## config.mk

```make
export PLATFORM = sky130hd
export DESIGN_NAME = dmem_arbiter_flat
export DESIGN_NICKNAME = d
export VERILOG_FILES = /design/src/rtl/dmem_arbiter_pkg.sv /design/src/rtl/dmem_arbiter_if.sv /design/src/rtl/dmem_arbiter_rr_pick2.sv /design/src/rtl/dmem_arbiter.sv /design/src/flat_wrapper.sv
export SDC_FILE = /design/constraint.sdc
export NUM_CORES = 1
export LEC_CHECK = 0
export ABC_CLOCK_PERIOD_IN_PS = 2470
export BUFFER_PORTS_ARGS = -buffer_cell sky130_fd_sc_hd__buf_4
export CAP_MARGIN = 5
export CORE_AREA = 2 2 118 120
export DETAILED_ROUTE_END_ITERATION = 10
export DIE_AREA = 0 0 120 122
export PLACE_DENSITY = 0.48
export SLEW_MARGIN = 20
export SYNTH_ARGS = -nofsm -noshare
export SYNTH_HDL_FRONTEND = slang
export SYNTH_SLANG_ARGS = --single-unit
```

## constraint.sdc

```tcl
create_clock -name clk -period 2.47 [get_ports clk]
set_clock_uncertainty 0.05 [all_clocks]
set_input_delay 0.247 -clock clk [delete_from_list [all_inputs] [get_ports clk]]
set_output_delay 0.247 -clock clk [all_outputs]
set_load 0.01 [all_outputs]
```

## src/rtl/dmem_arbiter_pkg.sv

```systemverilog
// dmem_arbiter_pkg: shared FSM state encoding and port index constants
package dmem_arbiter_pkg;
    typedef enum logic {ARB = 1'b0, LOCKED = 1'b1} arb_state_t;
    localparam logic PORT_CPU = 1'b0;
    localparam logic PORT_LDR = 1'b1;
endpackage

```

## src/rtl/dmem_arbiter_if.sv

```systemverilog
// dmem_arbiter_if: bus bundle for the two requesting ports and the shared memory
// m0_* CPU port, m1_* loader/debug port (m1_lock requests an uninterrupted run),
// mem_* single-port memory side; slave = arbiter view, master = environment view
interface dmem_arbiter_if #(parameter int DBITS = 32, parameter int ABITS = 32);
    logic             m0_req, m0_we, m0_gnt, m0_rvalid;
    logic [ABITS-1:0] m0_addr;
    logic [DBITS-1:0] m0_wdata, m0_rdata;
    logic             m1_req, m1_we, m1_lock, m1_gnt, m1_rvalid;
    logic [ABITS-1:0] m1_addr;
    logic [DBITS-1:0] m1_wdata, m1_rdata;
    logic             mem_en, mem_we;
    logic [ABITS-1:0] mem_addr;
    logic [DBITS-1:0] mem_din, mem_dout;
    modport slave (
        input  m0_req, m0_we, m0_addr, m0_wdata,
        output m0_gnt, m0_rvalid, m0_rdata,
        input  m1_req, m1_we, m1_addr, m1_wdata, m1_lock,
        output m1_gnt, m1_rvalid, m1_rdata,
        output mem_en, mem_we, mem_addr, mem_din,
        input  mem_dout
    );
    modport master (
        output m0_req, m0_we, m0_addr, m0_wdata,
        input  m0_gnt, m0_rvalid, m0_rdata,
        output m1_req, m1_we, m1_addr, m1_wdata, m1_lock,
        input  m1_gnt, m1_rvalid, m1_rdata,
        input  mem_en, mem_we, mem_addr, mem_din,
        output mem_dout
    );
endinterface

```

## src/rtl/dmem_arbiter_rr_pick2.sv

```systemverilog
// rr_pick2: two-input round-robin pick
// i_req request vector, i_last port granted most recently, o_gnt one-hot grant
module rr_pick2 import dmem_arbiter_pkg::*; (
    input  logic [1:0] i_req,
    input  logic       i_last,
    output logic [1:0] o_gnt
);
    assign o_gnt = (&i_req) ? ((i_last == PORT_LDR) ? 2'b01 : 2'b10) : i_req;
endmodule

```

## src/rtl/dmem_arbiter.sv

```systemverilog
// dmem_arbiter: two-port round-robin arbiter for a single-port data memory with port-1 lock runs
// clk rising-edge clock, reset_n async active-low reset, bus slave view of dmem_arbiter_if
module dmem_arbiter import dmem_arbiter_pkg::*; #(
    parameter int DBITS    = 32,
    parameter int ABITS    = 32,
    parameter int MAX_LOCK = 16
) (
    input logic          clk,
    input logic          reset_n,
    dmem_arbiter_if.slave bus
);
    localparam logic [7:0] L_MAX = 8'(MAX_LOCK);
    arb_state_t       r_state, w_state_n;
    logic [7:0]       r_cnt, w_cnt_n;
    logic             r_last, w_last_n;
    logic [1:0]       r_rd, w_rd_n;
    logic [1:0]       w_rr_gnt, w_gnt;
    logic             w_exit, w_arb, w_we;
    logic [ABITS-1:0] w_addr;
    logic [DBITS-1:0] w_din;
    rr_pick2 u_pick (
        .i_req  ({bus.m1_req, bus.m0_req}),
        .i_last (r_last),
        .o_gnt  (w_rr_gnt)
    );
    always_ff @(posedge clk or negedge reset_n) begin
        if (!reset_n) begin
            r_state <= ARB;
            r_cnt   <= 8'd0;
            r_last  <= PORT_LDR;
            r_rd    <= 2'b00;
        end else begin
            r_state <= w_state_n;
            r_cnt   <= w_cnt_n;
            r_last  <= w_last_n;
            r_rd    <= w_rd_n;
        end
    end
    always_comb begin
        // leaving LOCKED falls back to ARB rules in the same cycle; with last=port 1
        // a MAX_LOCK exit therefore hands the slot to port 0
        w_exit    = (r_state == LOCKED) &&
                    (!bus.m1_lock || !bus.m1_req || (r_cnt == L_MAX && bus.m0_req));
        w_arb     = (r_state == ARB) || w_exit;
        w_gnt     = !reset_n ? 2'b00 : (w_arb ? w_rr_gnt : 2'b10);
        w_state_n = ARB;
        w_cnt_n   = 8'd0;
        if (w_arb) begin
            w_state_n = (w_gnt[1] && bus.m1_lock) ? LOCKED : ARB;
            w_cnt_n   = (w_gnt[1] && bus.m1_lock) ? 8'd1 : 8'd0;
        end else begin
            w_state_n = LOCKED;
            w_cnt_n   = (r_cnt == L_MAX) ? r_cnt : r_cnt + 8'd1;
        end
        w_last_n  = w_gnt[1] ? PORT_LDR : (w_gnt[0] ? PORT_CPU : r_last);
        w_we      = (w_gnt[0] & bus.m0_we) | (w_gnt[1] & bus.m1_we);
        w_addr    = w_gnt[1] ? bus.m1_addr : bus.m0_addr;
        w_din     = w_gnt[1] ? bus.m1_wdata : bus.m0_wdata;
        // one-hot read tag: the granted port, only for reads
        w_rd_n    = w_gnt & ~{2{w_we}};
    end
    assign bus.m0_gnt    = w_gnt[0];
    assign bus.m1_gnt    = w_gnt[1];
    assign bus.mem_en    = |w_gnt;
    assign bus.mem_we    = w_we;
    assign bus.mem_addr  = w_addr;
    assign bus.mem_din   = w_din;
    assign bus.m0_rvalid = r_rd[0];
    assign bus.m1_rvalid = r_rd[1];
    assign bus.m0_rdata  = bus.mem_dout;
    assign bus.m1_rdata  = bus.mem_dout;
endmodule

```

## src/flat_wrapper.sv

```systemverilog
// flat-port wrapper written by rule: the top's interface ports become plain ports
module dmem_arbiter_flat import dmem_arbiter_pkg::*;
#(
    parameter int DBITS    = 32,
    parameter int ABITS    = 32,
    parameter int MAX_LOCK = 16
)
  (clk, reset_n, bus_m0_req, bus_m0_we, bus_m0_addr, bus_m0_wdata, bus_m0_gnt, bus_m0_rvalid, bus_m0_rdata, bus_m1_req, bus_m1_we, bus_m1_addr, bus_m1_wdata, bus_m1_lock, bus_m1_gnt, bus_m1_rvalid, bus_m1_rdata, bus_mem_en, bus_mem_we, bus_mem_addr, bus_mem_din, bus_mem_dout);
  dmem_arbiter_if #(.DBITS(DBITS), .ABITS(ABITS)) bus_i ();
  input logic clk;
  input logic reset_n;
  input wire logic [$bits(bus_i.m0_req)-1:0] bus_m0_req;
  input wire logic [$bits(bus_i.m0_we)-1:0] bus_m0_we;
  input wire logic [$bits(bus_i.m0_addr)-1:0] bus_m0_addr;
  input wire logic [$bits(bus_i.m0_wdata)-1:0] bus_m0_wdata;
  output wire logic [$bits(bus_i.m0_gnt)-1:0] bus_m0_gnt;
  output wire logic [$bits(bus_i.m0_rvalid)-1:0] bus_m0_rvalid;
  output wire logic [$bits(bus_i.m0_rdata)-1:0] bus_m0_rdata;
  input wire logic [$bits(bus_i.m1_req)-1:0] bus_m1_req;
  input wire logic [$bits(bus_i.m1_we)-1:0] bus_m1_we;
  input wire logic [$bits(bus_i.m1_addr)-1:0] bus_m1_addr;
  input wire logic [$bits(bus_i.m1_wdata)-1:0] bus_m1_wdata;
  input wire logic [$bits(bus_i.m1_lock)-1:0] bus_m1_lock;
  output wire logic [$bits(bus_i.m1_gnt)-1:0] bus_m1_gnt;
  output wire logic [$bits(bus_i.m1_rvalid)-1:0] bus_m1_rvalid;
  output wire logic [$bits(bus_i.m1_rdata)-1:0] bus_m1_rdata;
  output wire logic [$bits(bus_i.mem_en)-1:0] bus_mem_en;
  output wire logic [$bits(bus_i.mem_we)-1:0] bus_mem_we;
  output wire logic [$bits(bus_i.mem_addr)-1:0] bus_mem_addr;
  output wire logic [$bits(bus_i.mem_din)-1:0] bus_mem_din;
  input wire logic [$bits(bus_i.mem_dout)-1:0] bus_mem_dout;
  assign bus_i.m0_req = bus_m0_req;
  assign bus_i.m0_we = bus_m0_we;
  assign bus_i.m0_addr = bus_m0_addr;
  assign bus_i.m0_wdata = bus_m0_wdata;
  assign bus_m0_gnt = bus_i.m0_gnt;
  assign bus_m0_rvalid = bus_i.m0_rvalid;
  assign bus_m0_rdata = bus_i.m0_rdata;
  assign bus_i.m1_req = bus_m1_req;
  assign bus_i.m1_we = bus_m1_we;
  assign bus_i.m1_addr = bus_m1_addr;
  assign bus_i.m1_wdata = bus_m1_wdata;
  assign bus_i.m1_lock = bus_m1_lock;
  assign bus_m1_gnt = bus_i.m1_gnt;
  assign bus_m1_rvalid = bus_i.m1_rvalid;
  assign bus_m1_rdata = bus_i.m1_rdata;
  assign bus_mem_en = bus_i.mem_en;
  assign bus_mem_we = bus_i.mem_we;
  assign bus_mem_addr = bus_i.mem_addr;
  assign bus_mem_din = bus_i.mem_din;
  assign bus_i.mem_dout = bus_mem_dout;
  dmem_arbiter #(.DBITS(DBITS), .ABITS(ABITS), .MAX_LOCK(MAX_LOCK)) u_core (.clk(clk), .reset_n(reset_n), .bus(bus_i));
endmodule
```

==> impl_metrics.py <==
metrics = {
    "finish": {
        "final_layout_size_suffix_gt1_share_pct": 83.2,
        "utilization_pct": 26.9,
        "nets": 522,
        "nFillCells": 1453,
        "syn2layout_area_growth_pct": 78.3,
        "seqCellArea_um2": 302,
        "diodes": 0,
        "multiInputGateArea_um2": 1200,
    },
    "clocking": {
        "cts_root_buf": "clkbuf_16",
        "cts_sinks": 12,
        "clk_pin_slew_ns": 0.04,
        "cts.path.max_buffers": 2,
        "cts_buffers": 3,
        "h-tree-depth": 1,
        "clk_latency_ns": 0.24,
        "cts_tree": "done",
    },
    "min_path": {
        "min_from": "bus_m1_we",
        "holdPathStages": 2,
        "worstHoldPathType": "input pin to flip-flop",
    },
    "synth": {
        "syn_nets": 369,
        "seq_area_frac_synth_pct": 14.8,
        "synth_area_um2": 2040,
        "synthCells": 200,
        "synth.distinct_cells": 33,
        "synth-seq-cells": 12,
        "yosysWarnings": 0,
        "syn_area_per_cell_um2": 10.2,
    },
    "floorplan": {
        "io_pins": 301,
        "die_h_um": 122,
        "rows": 43,
        "die_x_um": 120,
        "core-area_um2": 13500,
        "initial_core_util_pct": 15.1,
        "die-area_um2": 14600,
    },
    "critical_path": {
        "timing.rr.start": "u_core.r_cnt[0]$_DFFE_PN0P_",
        "worstSetupPathType": "flip-flop to primary output",
        "worstRegToRegCells": 8,
        "arrival_ns": 2.19,
        "critPathLaunch": "u_core.r_cnt[0]$_DFFE_PN0P_",
        "crit_fanout": 9,
        "required_ns": 2.17,
        "critPathLaunchType": "flip-flop",
        "endpoint_kind": "primary output",
    },
    "grt": {
        "grt_pass1_vias": 2019,
        "grt_start_max_net_pins": 19,
        "grt_pass1_wl_um": 12500,
        "antenna_found_initial": 1,
        "grt_usage_pct": 11.4,
        "overflow": 0,
    },
    "sta": {
        "min_period_over_period_pct": 101,
        "worst_slew_pin_slew_ns": 0.530,
        "timing.final.ws_setup_ns": -0.0211,
        "fmax_ghz": 0.401,
        "tns_ns": -0.363,
        "rsz0062_at_grt": "yes",
        "hold_viol": 0,
        "fin_crit_ns": 2.49,
        "slew_violations": 0,
        "max_slew_margin_pct": 64.4,
        "setup-violations-final": 38,
    },
    "placed_design": {
        "place_ws_ns": 0.0990,
        "hpwl_um": 7520,
        "port_buffers": 204,
        "gp_congestion": 0.854,
    },
    "routing": {
        "via_count": 1984,
        "via_per_inst": 3.73,
        "dr_wl_met2_um": 4420,
        "drtPass1Iterations": 4,
        "first_iter_violations": 31,
        "wl_met3_um": 993,
        "dr.max_layer_used": "met4",
        "drc": 0,
        "post_drt_wl_per_cell_um": 17.7,
        "ant_nets": 0,
        "wl_um": 9410,
        "drt-met1-wl_um": 3930,
    },
    "power_and_ir_drop": {
        "ir_worst_vdd_mv": 0.213,
        "powerDensity_nw_per_um2": 336,
        "p_leak_nw": 1.91,
    },
    "status": {
        "violations": "negative setup slack",
        "status": "finished, violations left",
    },
    "run": {
        "maxCapViolCount": 0,
    },
}
[metal layers]
layer  global-route usage, %  up-vias
met5                       0        -
met4                    2.06        0
met3                    4.68        6
met2                    18.5      132
met1                    14.3      913
li1                        -      933
[kinds of logic after synthesis]
kind of cell	count (synthesis)	share of synthesized area, %
compound gates	14	4.60
xor+xnor	4	1.72
fa+ha+maj	2	1.23
buf+inv	74	27.4
flops	12	14.8
mux	65	42.8
simple gates	29	7.48
[path summary, 6_finish.rpt]
check | endpoint | slack (ns)
worst max-delay path | bus_mem_addr[20] | -0.02
worst min-delay path | u_core.r_rd[1]$_DFF_PN0_ | 0.11
worst max register to register | u_core.r_rd[0]$_DFF_PN0_ | 0.72
worst min register to register | u_core.r_last$_DFFE_PN1P_ | 0.49
max in group asynchronous | u_core.r_last$_DFFE_PN1P_ | 1.76
min in group asynchronous | u_core.r_cnt[7]$_DFFE_PN0P_ | 0.35
[worst max-delay path, cell delays in order (launching register included)]
cell,delay [ns]
dfrtp_1,0.38
inv_1,0.07
ha_1,0.13
and4bb_2,0.25
a31oi_2,0.11
o21ai_4,0.16
buf_12,0.19
clkbuf_16,0.19
mux2_4,0.30
buf_4,0.15
[where the power goes]
part / total [W] / switching, W / internal (W)
logic: 0.000675 / 0.000239 / 0.000435
registers: 0.000211 / 0.00000457 / 0.000207
clock network: 0.000336 / 0.0000912 / 0.000245
total: 0.00122 / 0.000335 / 0.000887
[timing repair]
item,in CTS,in global routing
hold buffers,1,0
endpoints found under the hold margin,11,0
buffers inserted,4,2
pin swaps,1,1
gates resized for setup,9,0
gates cloned,3,3
endpoints found under the setup margin,64,65
[per-stage QoR]
step,cells,hold slack [ns],instance area (um^2),total power (W)
after floorplan,200,-0.0986,2040,0.000583
after global placement,515,0.0751,3300,0.000829
after detailed placement,515,0.0774,3300,0.000831
after CTS,527,0.110,3550,0.00122
after global routing,532,0.120,3640,0.00128
final,532,0.115,3640,0.00122
[sequential cells by signal (all words and copies together), names as in the netlist]
name	count
u_core.r_state	1
u_core.r_cnt	8
u_core.r_last	1
u_core.r_rd	2
[cells in the mapped netlist]
cell type	n	share of area (%)
nor2_1	6	1.1
a31o_2	1	0.43
nor2b_1	1	0.31
nand3_1	7	1.7
nand2_1	6	1.1
o21a_1	2	0.74
mux2_2	26	14
a21boi_0	1	0.37
mux2i_1	1	0.49
dfstp_2	1	1.3
nor3_1	1	0.25
xnor2_1	1	0.43
and4bb_1	1	0.61
buf_4	64	24
a41oi_1	1	0.43
nor3_2	1	0.49
inv_2	1	0.18
o21ai_2	1	0.43
o21ai_0	1	0.25
a21oi_1	5	1.2
or3_1	1	0.31
a31oi_1	1	0.31
a22o_1	1	0.43
buf_2	2	0.49
nand2b_1	2	0.61
and3_1	2	0.61
dfrtp_1	11	13
mux2_4	38	28
xor2_1	3	1.3
inv_1	2	0.37
ha_1	2	1.2
nand3b_1	1	0.37
buf_6	5	2.8
[cell type report]
class / count / share of cell area [%]
Timing Repair Buffer: 219 / 49.7
Multi-Input combinational cell: 114 / 33.0
Sequential cell: 12 / 8.29
Tap cell: 180 / 6.19
Clock buffer: 4 / 2.44
Inverter: 3 / 0.310
[layout by cell type, fill, tap and decap left out, types with 2 or more instances in the layout]
cell type | Yosys | routed
nand2b_1 | 2 | 2
buf_12 | 0 | 2
a21oi_1 | 5 | 5
dfrtp_1 | 11 | 11
o21a_1 | 2 | 2
buf_4 | 64 | 208
mux2_4 | 38 | 40
nand3_1 | 7 | 7
ha_1 | 2 | 2
buf_16 | 0 | 4
xor2_1 | 3 | 3
mux2_2 | 26 | 24
inv_1 | 2 | 2
and3_1 | 2 | 2
nand2_1 | 6 | 6
clkbuf_16 | 0 | 6
nor2_1 | 6 | 6
No activity file was read; power rests on OpenSTA's default activity.
